$ cat src/rtl/array_scan_ctrl_pkg.sv
// array_scan_ctrl_pkg
// Shared definitions for the MAX/MIN/AVG scan controller slice.
//   DW : data word width (unsigned)
//   AW : address / element count width
//   SW : sum accumulator width, wide enough for 255 words of 0xFF
//   scan_state_t : controller state encoding (IDLE, SCAN, DIV, FIN)
package array_scan_ctrl_pkg;

    localparam int DW = 8;
    localparam int AW = 8;
    localparam int SW = DW + AW;

    typedef enum logic [1:0] {
        IDLE = 2'd0,
        SCAN = 2'd1,
        DIV  = 2'd2,
        FIN  = 2'd3
    } scan_state_t;

endpackage

$ cat src/rtl/array_scan_ctrl_if.sv
// array_scan_ctrl_if
// Bundles the decoder handshake, the memory read data, the address register
// controls and the result bus of the scan controller.
//   master : decoder / datapath side (drives START, BASE, COUNT, MEM_DATA)
//   slave  : the controller (drives AR_*, BUSY, DONE, ERR and the results)
interface array_scan_ctrl_if;
    import array_scan_ctrl_pkg::*;

    logic          START;
    logic [AW-1:0] BASE;
    logic [AW-1:0] COUNT;
    logic [DW-1:0] MEM_DATA;
    logic [AW-1:0] AR_IN;
    logic          AR_LOAD;
    logic          AR_INC;
    logic          BUSY;
    logic          DONE;
    logic          ERR;
    logic [DW-1:0] MAX_OUT;
    logic [DW-1:0] MIN_OUT;
    logic [SW-1:0] SUM_OUT;
    logic [DW-1:0] AVG_OUT;

    modport master (
        output START, BASE, COUNT, MEM_DATA,
        input  AR_IN, AR_LOAD, AR_INC, BUSY, DONE, ERR,
               MAX_OUT, MIN_OUT, SUM_OUT, AVG_OUT
    );

    modport slave (
        input  START, BASE, COUNT, MEM_DATA,
        output AR_IN, AR_LOAD, AR_INC, BUSY, DONE, ERR,
               MAX_OUT, MIN_OUT, SUM_OUT, AVG_OUT
    );

endinterface

$ cat src/rtl/array_scan_ctrl_seq_divider.sv
// seq_divider
// Restoring shift-subtract unsigned divider, one quotient bit per clock.
// A start pulse loads the operands; NW iterations follow. done is high
// during the final iteration cycle, and quotient/remainder present the
// final result in that same cycle so the caller can capture it at the edge.
//   CLK, RESET : clock, synchronous active-high reset
//   start      : load dividend/divisor and begin
//   dividend   : NW-bit dividend
//   divisor    : VW-bit divisor (non-zero)
//   done       : one-cycle pulse, result valid
//   quotient   : low QW bits of the quotient
//   remainder  : VW-bit remainder
module seq_divider #(
    parameter int NW = 16,
    parameter int VW = 8,
    parameter int QW = 8
) (
    input  logic          CLK,
    input  logic          RESET,
    input  logic          start,
    input  logic [NW-1:0] dividend,
    input  logic [VW-1:0] divisor,
    output logic          done,
    output logic [QW-1:0] quotient,
    output logic [VW-1:0] remainder
);
    localparam int CW = $clog2(NW + 1);

    logic [NW-1:0] quo_q, quo_n;
    logic [VW-1:0] rem_q, rem_n, dvs_q;
    logic [VW:0]   rem_sh;
    logic [CW-1:0] cnt_q;
    logic          busy_q;

    // One restoring step: shift the next dividend bit into the partial
    // remainder and subtract the divisor when it fits. The remainder always
    // stays below the divisor, so VW bits are enough to hold it.
    always_comb begin
        rem_sh = {rem_q, quo_q[NW-1]};
        rem_n  = rem_sh[VW-1:0];
        quo_n  = {quo_q[NW-2:0], 1'b0};
        if (rem_sh >= {1'b0, dvs_q}) begin
            rem_n  = rem_sh[VW-1:0] - dvs_q;
            quo_n  = {quo_q[NW-2:0], 1'b1};
        end
    end

    // Operand capture and the NW iteration steps.
    always_ff @(posedge CLK) begin
        if (RESET) begin
            quo_q  <= '0;
            rem_q  <= '0;
            dvs_q  <= '0;
            cnt_q  <= '0;
            busy_q <= 1'b0;
        end else if (start) begin
            quo_q  <= dividend;
            rem_q  <= '0;
            dvs_q  <= divisor;
            cnt_q  <= CW'(NW);
            busy_q <= 1'b1;
        end else if (busy_q) begin
            quo_q <= quo_n;
            rem_q <= rem_n;
            cnt_q <= cnt_q - CW'(1);
            if (cnt_q == CW'(1)) begin
                busy_q <= 1'b0;
            end
        end
    end

    assign done      = busy_q && (cnt_q == CW'(1));
    assign quotient  = quo_n[QW-1:0];
    assign remainder = rem_n;

endmodule

$ cat src/rtl/array_scan_ctrl.sv
// array_scan_ctrl
// Sequencer for the MAX/MIN/AVG ASIP: loads the address register with BASE,
// steps it once per element, accumulates MAX/MIN/SUM from MEM_DATA and, when
// built with SCAN_AVG_EN, runs a sequential divide for floor(SUM/COUNT).
// Completion is flagged with a one-cycle DONE pulse.
//   CLK, RESET : clock, synchronous active-high reset
//   bus.START/BASE/COUNT : scan request from the decoder (used in IDLE only)
//   bus.MEM_DATA          : word at the current address register value
//   bus.AR_IN/AR_LOAD/AR_INC : address register load value and controls
//   bus.BUSY/DONE/ERR     : status (ERR = last accepted COUNT was zero)
//   bus.MAX_OUT/MIN_OUT/SUM_OUT/AVG_OUT : results, held until next START
// Build option: SCAN_AVG_EN adds the DIV state and divider; without it
// AVG_OUT is tied to zero.
module array_scan_ctrl
    import array_scan_ctrl_pkg::*;
(
    input logic              CLK,
    input logic              RESET,
    array_scan_ctrl_if.slave bus
);
    scan_state_t   state_q, state_d;
    logic [AW-1:0] base_q, count_q, idx_q;
    logic [DW-1:0] max_q, min_q, max_d, min_d;
    logic [SW-1:0] sum_q, sum_d, mem_ext;
    logic          err_q;
    logic          start_ok;
    logic          last_elem;

`ifdef SCAN_AVG_EN
    logic [DW-1:0] avg_q;
    logic [DW-1:0] div_quo;
    logic [AW-1:0] div_rem_unused;
    logic          div_start;
    logic          div_done;
`endif

    // RESET takes priority over a simultaneous START.
    assign start_ok  = (state_q == IDLE) && bus.START && !RESET;
    assign last_elem = (idx_q == count_q - AW'(1));

    // Running results including the word on MEM_DATA this cycle. Element 0
    // seeds all three accumulators instead of combining with stale values.
    always_comb begin
        mem_ext = SW'(bus.MEM_DATA);
        sum_d   = sum_q + mem_ext;
        max_d   = (bus.MEM_DATA > max_q) ? bus.MEM_DATA : max_q;
        min_d   = (bus.MEM_DATA < min_q) ? bus.MEM_DATA : min_q;
        if (idx_q == '0) begin
            sum_d = mem_ext;
            max_d = bus.MEM_DATA;
            min_d = bus.MEM_DATA;
        end
    end

`ifdef SCAN_AVG_EN
    // The divide is launched during the last SCAN cycle with the final sum
    // taken combinationally, so DIV lasts exactly SW cycles.
    assign div_start = (state_q == SCAN) && last_elem;

    seq_divider #(
        .NW(SW),
        .VW(AW),
        .QW(DW)
    ) u_div (
        .CLK      (CLK),
        .RESET    (RESET),
        .start    (div_start),
        .dividend (sum_d),
        .divisor  (count_q),
        .done     (div_done),
        .quotient (div_quo),
        .remainder(div_rem_unused)
    );
`endif

    // State register.
    always_ff @(posedge CLK) begin
        if (RESET) begin
            state_q <= IDLE;
        end else begin
            state_q <= state_d;
        end
    end

    // Next-state logic. A zero COUNT skips straight to FIN so DONE still
    // arrives one cycle after START.
    always_comb begin
        state_d = state_q;
        case (state_q)
            IDLE: begin
                if (start_ok) begin
                    state_d = (bus.COUNT == '0) ? FIN : SCAN;
                end
            end
            SCAN: begin
                if (last_elem) begin
`ifdef SCAN_AVG_EN
                    state_d = DIV;
`else
                    state_d = FIN;
`endif
                end
            end
`ifdef SCAN_AVG_EN
            DIV: begin
                if (div_done) begin
                    state_d = FIN;
                end
            end
`endif
            FIN:     state_d = IDLE;
            default: state_d = IDLE;
        endcase
    end

    // Operand capture and result accumulation. Results are only touched by
    // an accepted START or by the scan itself, so they hold after DONE.
    always_ff @(posedge CLK) begin
        if (RESET) begin
            base_q  <= '0;
            count_q <= '0;
            idx_q   <= '0;
            max_q   <= '0;
            min_q   <= '0;
            sum_q   <= '0;
            err_q   <= 1'b0;
`ifdef SCAN_AVG_EN
            avg_q   <= '0;
`endif
        end else begin
            case (state_q)
                IDLE: begin
                    if (start_ok) begin
                        base_q  <= bus.BASE;
                        count_q <= bus.COUNT;
                        idx_q   <= '0;
                        sum_q   <= '0;
                        err_q   <= (bus.COUNT == '0);
                        if (bus.COUNT == '0) begin
                            max_q <= '0;
                            min_q <= '0;
`ifdef SCAN_AVG_EN
                            avg_q <= '0;
`endif
                        end
                    end
                end
                SCAN: begin
                    idx_q <= idx_q + AW'(1);
                    sum_q <= sum_d;
                    max_q <= max_d;
                    min_q <= min_d;
                end
`ifdef SCAN_AVG_EN
                DIV: begin
                    if (div_done) begin
                        avg_q <= div_quo;
                    end
                end
`endif
                default: ;
            endcase
        end
    end

    // AR_LOAD is a Mealy output in the accepting cycle, so AR_IN must show
    // BASE directly in that cycle rather than the previously captured value.
    assign bus.AR_IN   = start_ok ? bus.BASE : base_q;
    assign bus.AR_LOAD = start_ok && (bus.COUNT != '0);
    assign bus.AR_INC  = (state_q == SCAN) && !last_elem;
    assign bus.BUSY    = (state_q != IDLE);
    assign bus.DONE    = (state_q == FIN);
    assign bus.ERR     = err_q;
    assign bus.MAX_OUT = max_q;
    assign bus.MIN_OUT = min_q;
    assign bus.SUM_OUT = sum_q;
`ifdef SCAN_AVG_EN
    assign bus.AVG_OUT = avg_q;
`else
    assign bus.AVG_OUT = '0;
`endif

endmodule

$ cat src/flat_wrapper.sv
// flat-port wrapper written by rule: the top's interface ports become plain ports
module array_scan_ctrl_flat import array_scan_ctrl_pkg::*;
  (CLK, RESET, bus_START, bus_BASE, bus_COUNT, bus_MEM_DATA, bus_AR_IN, bus_AR_LOAD, bus_AR_INC, bus_BUSY, bus_DONE, bus_ERR, bus_MAX_OUT, bus_MIN_OUT, bus_SUM_OUT, bus_AVG_OUT);
  array_scan_ctrl_if bus_i ();
  input logic CLK;
  input logic RESET;
  input wire logic [$bits(bus_i.START)-1:0] bus_START;
  input wire logic [$bits(bus_i.BASE)-1:0] bus_BASE;
  input wire logic [$bits(bus_i.COUNT)-1:0] bus_COUNT;
  input wire logic [$bits(bus_i.MEM_DATA)-1:0] bus_MEM_DATA;
  output wire logic [$bits(bus_i.AR_IN)-1:0] bus_AR_IN;
  output wire logic [$bits(bus_i.AR_LOAD)-1:0] bus_AR_LOAD;
  output wire logic [$bits(bus_i.AR_INC)-1:0] bus_AR_INC;
  output wire logic [$bits(bus_i.BUSY)-1:0] bus_BUSY;
  output wire logic [$bits(bus_i.DONE)-1:0] bus_DONE;
  output wire logic [$bits(bus_i.ERR)-1:0] bus_ERR;
  output wire logic [$bits(bus_i.MAX_OUT)-1:0] bus_MAX_OUT;
  output wire logic [$bits(bus_i.MIN_OUT)-1:0] bus_MIN_OUT;
  output wire logic [$bits(bus_i.SUM_OUT)-1:0] bus_SUM_OUT;
  output wire logic [$bits(bus_i.AVG_OUT)-1:0] bus_AVG_OUT;
  assign bus_i.START = bus_START;
  assign bus_i.BASE = bus_BASE;
  assign bus_i.COUNT = bus_COUNT;
  assign bus_i.MEM_DATA = bus_MEM_DATA;
  assign bus_AR_IN = bus_i.AR_IN;
  assign bus_AR_LOAD = bus_i.AR_LOAD;
  assign bus_AR_INC = bus_i.AR_INC;
  assign bus_BUSY = bus_i.BUSY;
  assign bus_DONE = bus_i.DONE;
  assign bus_ERR = bus_i.ERR;
  assign bus_MAX_OUT = bus_i.MAX_OUT;
  assign bus_MIN_OUT = bus_i.MIN_OUT;
  assign bus_SUM_OUT = bus_i.SUM_OUT;
  assign bus_AVG_OUT = bus_i.AVG_OUT;
  array_scan_ctrl u_core (.CLK(CLK), .RESET(RESET), .bus(bus_i));
endmodule
$ cat config.mk
export PLATFORM = sky130hd
export DESIGN_NAME = array_scan_ctrl_flat
export DESIGN_NICKNAME = d
export VERILOG_FILES = /design/src/rtl/array_scan_ctrl_pkg.sv /design/src/rtl/array_scan_ctrl_if.sv /design/src/rtl/array_scan_ctrl_seq_divider.sv /design/src/rtl/array_scan_ctrl.sv /design/src/flat_wrapper.sv
export SDC_FILE = /design/constraint.sdc
export NUM_CORES = 1
export LEC_CHECK = 0
export CORE_MARGIN = 3
export CORE_UTILIZATION = 35
export DETAILED_ROUTE_END_ITERATION = 7
export SLEW_MARGIN = 20
export SYNTH_ARGS = -nofsm -noshare
export SYNTH_HDL_FRONTEND = slang
export SYNTH_HIERARCHICAL = 1
export SYNTH_SLANG_ARGS = --single-unit
$ cat constraint.sdc
create_clock -name CLK -period 2.2 [get_ports CLK]
set_input_delay 0.44 -clock CLK [delete_from_list [all_inputs] [get_ports CLK]]
set_output_delay 0.44 -clock CLK [all_outputs]
set_load 0.1 [all_outputs]
======== Word level (Yosys, flattened, before mapping) ========
Index checks and enable logic that the tools add are counted.
Widths: inputs -> output; s select.
operators by class
  equal/unequal tests ..................... 8
  reduce and logical (&&, ||, !) cells .... 17
  magnitude comparators ................... 2
  muxes and demuxes ....................... 18
  add/sub/neg operators ................... 3
operator list
  cell                 number
  $mux 8               8
  $pmux 8 s2           3
  $mux 16              2
  $pmux 16 s2          1
  $add 16x8->16        1
  $logic_not 8->1      2
  $add 8x1->8 const B  1
  $eq 8x8->1           1
  $gt 8x8->1           1
  $lt 8x8->1           1
  $reduce_and 4->1     2
  $reduce_bool 8->1    1
  $sub 8x1->8 const B  1
  $mux 2               3
  $ne 3x1->1 const B   2
  $reduce_and 2->1     3
  $logic_and 1x1->1    4
  $ne 2x1->1 const B   2
  $pmux 2 s2           1
  $reduce_bool 2->1    2
  $eq 2x1->1 const B   1
  $eq 2x2->1 const B   1
  $logic_not 1->1      2
  $logic_not 2->1      1
  $ne 2x2->1 const B   1
storage, ports and cells
  word-level logic and storage cells ...... 56
  input port bits ......................... 27
  register bits after elaboration ......... 59
  output and inout bits ................... 53

======== Longest topological paths before layout ========
  depth in word-level cells ............... 5
  gate-level depth with buffers ........... 10
  mapped depth without buffers ............ 9

======== Worst setup path before layout ========
Ideal clock, no wire load.
  kind .................................... input to output
  start ................................... input RESET
  end ..................................... output bus_AR_LOAD
  data required time ...................... 1760 ps
  buffers on the path ..................... 3
  setup slack ............................. -1334 ps
  data arrival time ....................... 3094 ps
  cell stages on the path ................. 4
  path through ............................ buf_2 -> clkbuf_1 -> buf_1 -> nor3_1
between the ends
  cells in the longest elaborated chain, start to end .. 3
ends and longest elaborated chain
  what               RTL line                source
  start, declared    flat_wrapper.sv:6       input logic RESET;
  $logic_not 1->1    array_scan_ctrl.sv:38   assign start_ok = (state_q == IDLE) && bus.START && !RESET;
  $logic_and 1x1->1  array_scan_ctrl.sv:38
  $logic_and 1x1->1  array_scan_ctrl.sv:169  assign bus.AR_LOAD = start_ok && (bus.COUNT != '0);
  end, declared      flat_wrapper.sv:12      output wire logic [$bits(bus_i.AR_LOAD)-1:0] bus_AR_LOAD;
Every way passes these cells.

======== Final worst setup path ========
  start ................................... register u_core.count_q[2]
  end ..................................... output bus_AR_INC
between the ends
  cells in the longest elaborated chain, start to end .. 4
ends and longest elaborated chain
  what                    RTL line                source
  start, declared         array_scan_ctrl.sv:22   logic [AW-1:0] base_q, count_q, idx_q;
  start signal, assigned  array_scan_ctrl.sv:135  count_q <= bus.COUNT;
  $sub 8x1->8             array_scan_ctrl.sv:39   assign last_elem = (idx_q == count_q - AW'(1));
  $eq 8x8->1              array_scan_ctrl.sv:39
  $logic_not 1->1         array_scan_ctrl.sv:170  assign bus.AR_INC = (state_q == SCAN) && !last_elem;
  $logic_and 1x1->1       array_scan_ctrl.sv:170
  end, declared           flat_wrapper.sv:13      output wire logic [$bits(bus_i.AR_INC)-1:0] bus_AR_INC;
Every way passes these cells.

==> results.cfg <==
[timing]
timing_hold_violations_final = 0
grt_setup_unrepaired = yes
worst_clock_skew_ns = 0.009200
min_period_ns = 2.479
final.period_utilization = 1.127
drv_slew = 0
finalWorstSetupSlack_ns = -0.2787
clock.fmax_mhz = 403.4
final.hold.worst_slack_ns = 0.4462
setup_viol = 1

[worst_setup_path]
critPathTopFamily = compound AO/OA/AOI/OAI gates
crit_required_ns = 1.76
setup.worst_path.end_class = output pin
crit_fanout = 6
crit_path_start_kind = flop
critical_path_cell_count = 6
worst_path_max_delay_cell = dfxtp_1
reg2reg_depth = 7
stage_delay_of_the_slowest_cell_on_the_critical_path_ns = 0.51
critical_path_arrival_ns = 2.04
path_type_of_the_worst_setup_path = reg -> out
critical_path.cell_chain = mux2i_1, a21oi_1, a2111oi_2, o21ai_1, and2_4, buf_12
crit_buf_inv = 1

[drt]
routedLengthMet1_um = 5181
top_signal_layer_used = met4
routed_wl_met3_um = 553
met2_length_um = 5200
routed-via-count = 3835
routed_wl_um = 11120
ant_nets = 0
route.detailed.wl_per_inst_um = 14.97
drc_errors = 0
detailedRoute.firstIterationViolations = 206
drtPass1Iterations = 4
drt-vias-per-instance = 5.162

[global_route]
number_of_global_route_vias_before_repair = 3709
tot_gr_track_use = 0.1910
grt_overflow = 0
grt_antenna_before_repair = 0
grt_first_pass_wirelength_um = 18100
grt_max_degree = 24

[placed_design]
hpwl_um = 8275
port-buffer-count = 71
place_congestion = 0.7936

[clock_network]
clock-root-buffer = clkbuf_8
tritoncts = done
clock_tree.htree_level_count = 3
cts-root-to-sink-buffers = 2
cts.sinks = 59
clk_pin_slew_worst_paths_ns = 0.07
cts_buffers = 9
insertion_delay_ns = 0.34
cts_hold_buf = 0

[finish]
synthToLayoutAreaGrowth_pct = 47.35
register_area_mm2 = 0.001245
post_layout_net_count = 656
num_antenna_cells = 0
nFillCells = 998
post-route-util = 0.5343
multi_input_area_mm2 = 0.002504
final_layout_size_suffix_gt1_frac = 0.3427

[synthesis]
synth.top_cells.by_count = nand2_1, dfxtp_1, a21oi_1, inv_1, nor2_1
postSynthRegisterBits = 59
synth_cell_type_count = 62
cell_types_occupying_the_most_area_after_synthesis = dfxtp_1, ha_1, nand2_1
largest_family_of_logic_cells_by_synthesized_area = simple AND/OR/NAND/NOR gates
synth_top_cell_area_share = 0.3141
seq_area_frac_synth = 0.3141
synth_async_sr_flop_share = 0
synth_enable_flop_cells = 0
synth_top_cell_by_area = dfxtp_1
compound_gate_portion_of_the_synthesized_area = 0.2100
synth_most_common_cell = nand2_1
yosys.area_share.xor_xnor = 0.04193
muxShareOfSynthArea = 0.05591
synthSimpleGateAreaFrac = 0.2143
synthCells = 464
mappedNetlistArea_mm2 = 0.003760
yosys_warnings = 6
synth_ff_type = dfxtp_1
synth_adder_area_share = 0.09185
synth_area_per_cell_um2 = 8.103

[floorplanning]
placement_rows = 37
initial_core_util = 0.3626
fp.dieArea_mm2 = 0.01202
height_of_the_die_um = 109.6
placeableCoreArea_mm2 = 0.01037
floorplan.io_pins = 80
die_width_um = 109.6

[pwr]
ir_drop_worst_vdd_uv = 303.4
power.share.switching = 0.3908
power_frac_seq = 0.325
cellPowerDensity_mw_per_mm2 = 666.5
cellLeakagePower_uw = 0.002476
p_int_uw = 2250
clkPwrFrac = 0.289
power.switching_uw = 1443
part_of_the_power_in_combinational_logic = 0.387

[job]
cap_viol_max_count = 0

[outcome]
violations_in_the_final_reports = setup timing
outcome = complete, but fails checks

[hold_path]
whs_path_depth = 2
hp-class = in -> reg
-- power groups by stage --
| stage | combinational [µW] | clock, µW | sequential (µW) |
|---|---|---|---|
| CTS | 1410 | 1090 | 1200 |
| floorplan | 653 | 0 | 1520 |
| global route | 1520 | 1150 | 1210 |
| global placement | 1370 | 0 | 1220 |
| detailed placement | 1400 | 0 | 1220 |
| finish | 1430 | 1070 | 1200 |
-- registers in the layout, summed over array words and instances (netlist names) --
register	flops
u_core/base_q	8
u_core/bus.ERR	1
u_core/bus.MAX_OUT	8
u_core/bus.MIN_OUT	8
u_core/bus.SUM_OUT	16
u_core/count_q	8
u_core/idx_q	8
u_core/state_q	2
-- path summary, 6_finish.rpt --
| check | slack (ns) | startpoint | end |
|---|---|---|---|
| hold reg to reg | 0.46 | u_core/base_q[7] | u_core/base_q[7] |
| hold / removal | 0.45 | RESET | u_core/base_q[0] |
| setup / recovery | -0.28 | u_core/count_q[2] | bus_AR_INC |
| setup reg to reg | 0.11 | u_core/idx_q[1] | u_core/bus.MAX_OUT[5] |
-- metrics by stage --
stage | power, µW | cell area, µm² | setup TNS, ns | setup slack, ns | cells
floorplan | 2170 | 3869 | -0.09095 | -0.09095 | 471
global placement | 2590 | 5156 | -12.41 | -0.5038 | 723
detailed placement | 2616 | 5156 | -14.04 | -0.5682 | 723
CTS | 3704 | 5477 | -0.3158 | -0.3158 | 742
global route | 3880 | 5540 | -0.4992 | -0.4567 | 743
finish | 3693 | 5540 | -0.2787 | -0.2787 | 743
-- layout by cell type, fill, tap and decap left out, types with 4 or more instances in the layout --
cell / n
buf_12: 11
nor2b_1: 6
clkdlybuf4s50_1: 9
nand2b_1: 5
ha_1: 23
a31oi_1: 5
conb_1: 8
o21ai_0: 22
a21o_1: 5
nor2_4: 4
o21a_1: 5
a211o_1: 8
mux2_4: 8
nor2_1: 23
nand3_1: 11
a22o_1: 9
mux2i_1: 12
xnor2_1: 6
nand4_1: 7
nand2_1: 70
dfxtp_2: 18
inv_1: 27
buf_4: 109
a21oi_1: 38
clkbuf_8: 11
dlygate4sd2_1: 13
nor3_1: 10
xor2_1: 12
dfxtp_4: 11
dfxtp_1: 30
-- metal layers --
metal	global-route usage	up-vias
met5	0	-
li1	-	1896
met1	0.2546	1826
met2	0.3086	99
met4	0.05877	0
met3	0.04110	14
-- cell families (layout without fill, tap and decap cells) --
family,Yosys count,in the layout
XOR/XNOR,18,18
buffers and inverters,56,192
adder cells (fa/ha/maj),27,27
other,1,8
flip-flops,59,59
multiplexers,20,20
AO/OA/AOI/OAI,119,119
AND/OR/NAND/NOR,164,164
-- layout make-up --
type,count,share of cell area
Timing Repair Buffer,148,0.2346
Tap cell,136,0.03071
Inverter,28,0.01897
Multi-Input combinational cell,356,0.4519
Clock inverter,3,0.002710
Clock buffer,13,0.03636
Sequential cell,59,0.2247
-- timing repair --
action	in CTS	in global routing
setup endpoints to repair	37	20
pin swaps	12	4
gates resized for setup	40	16
buffers inserted	3	1
(Power assumes the default switching activity.)
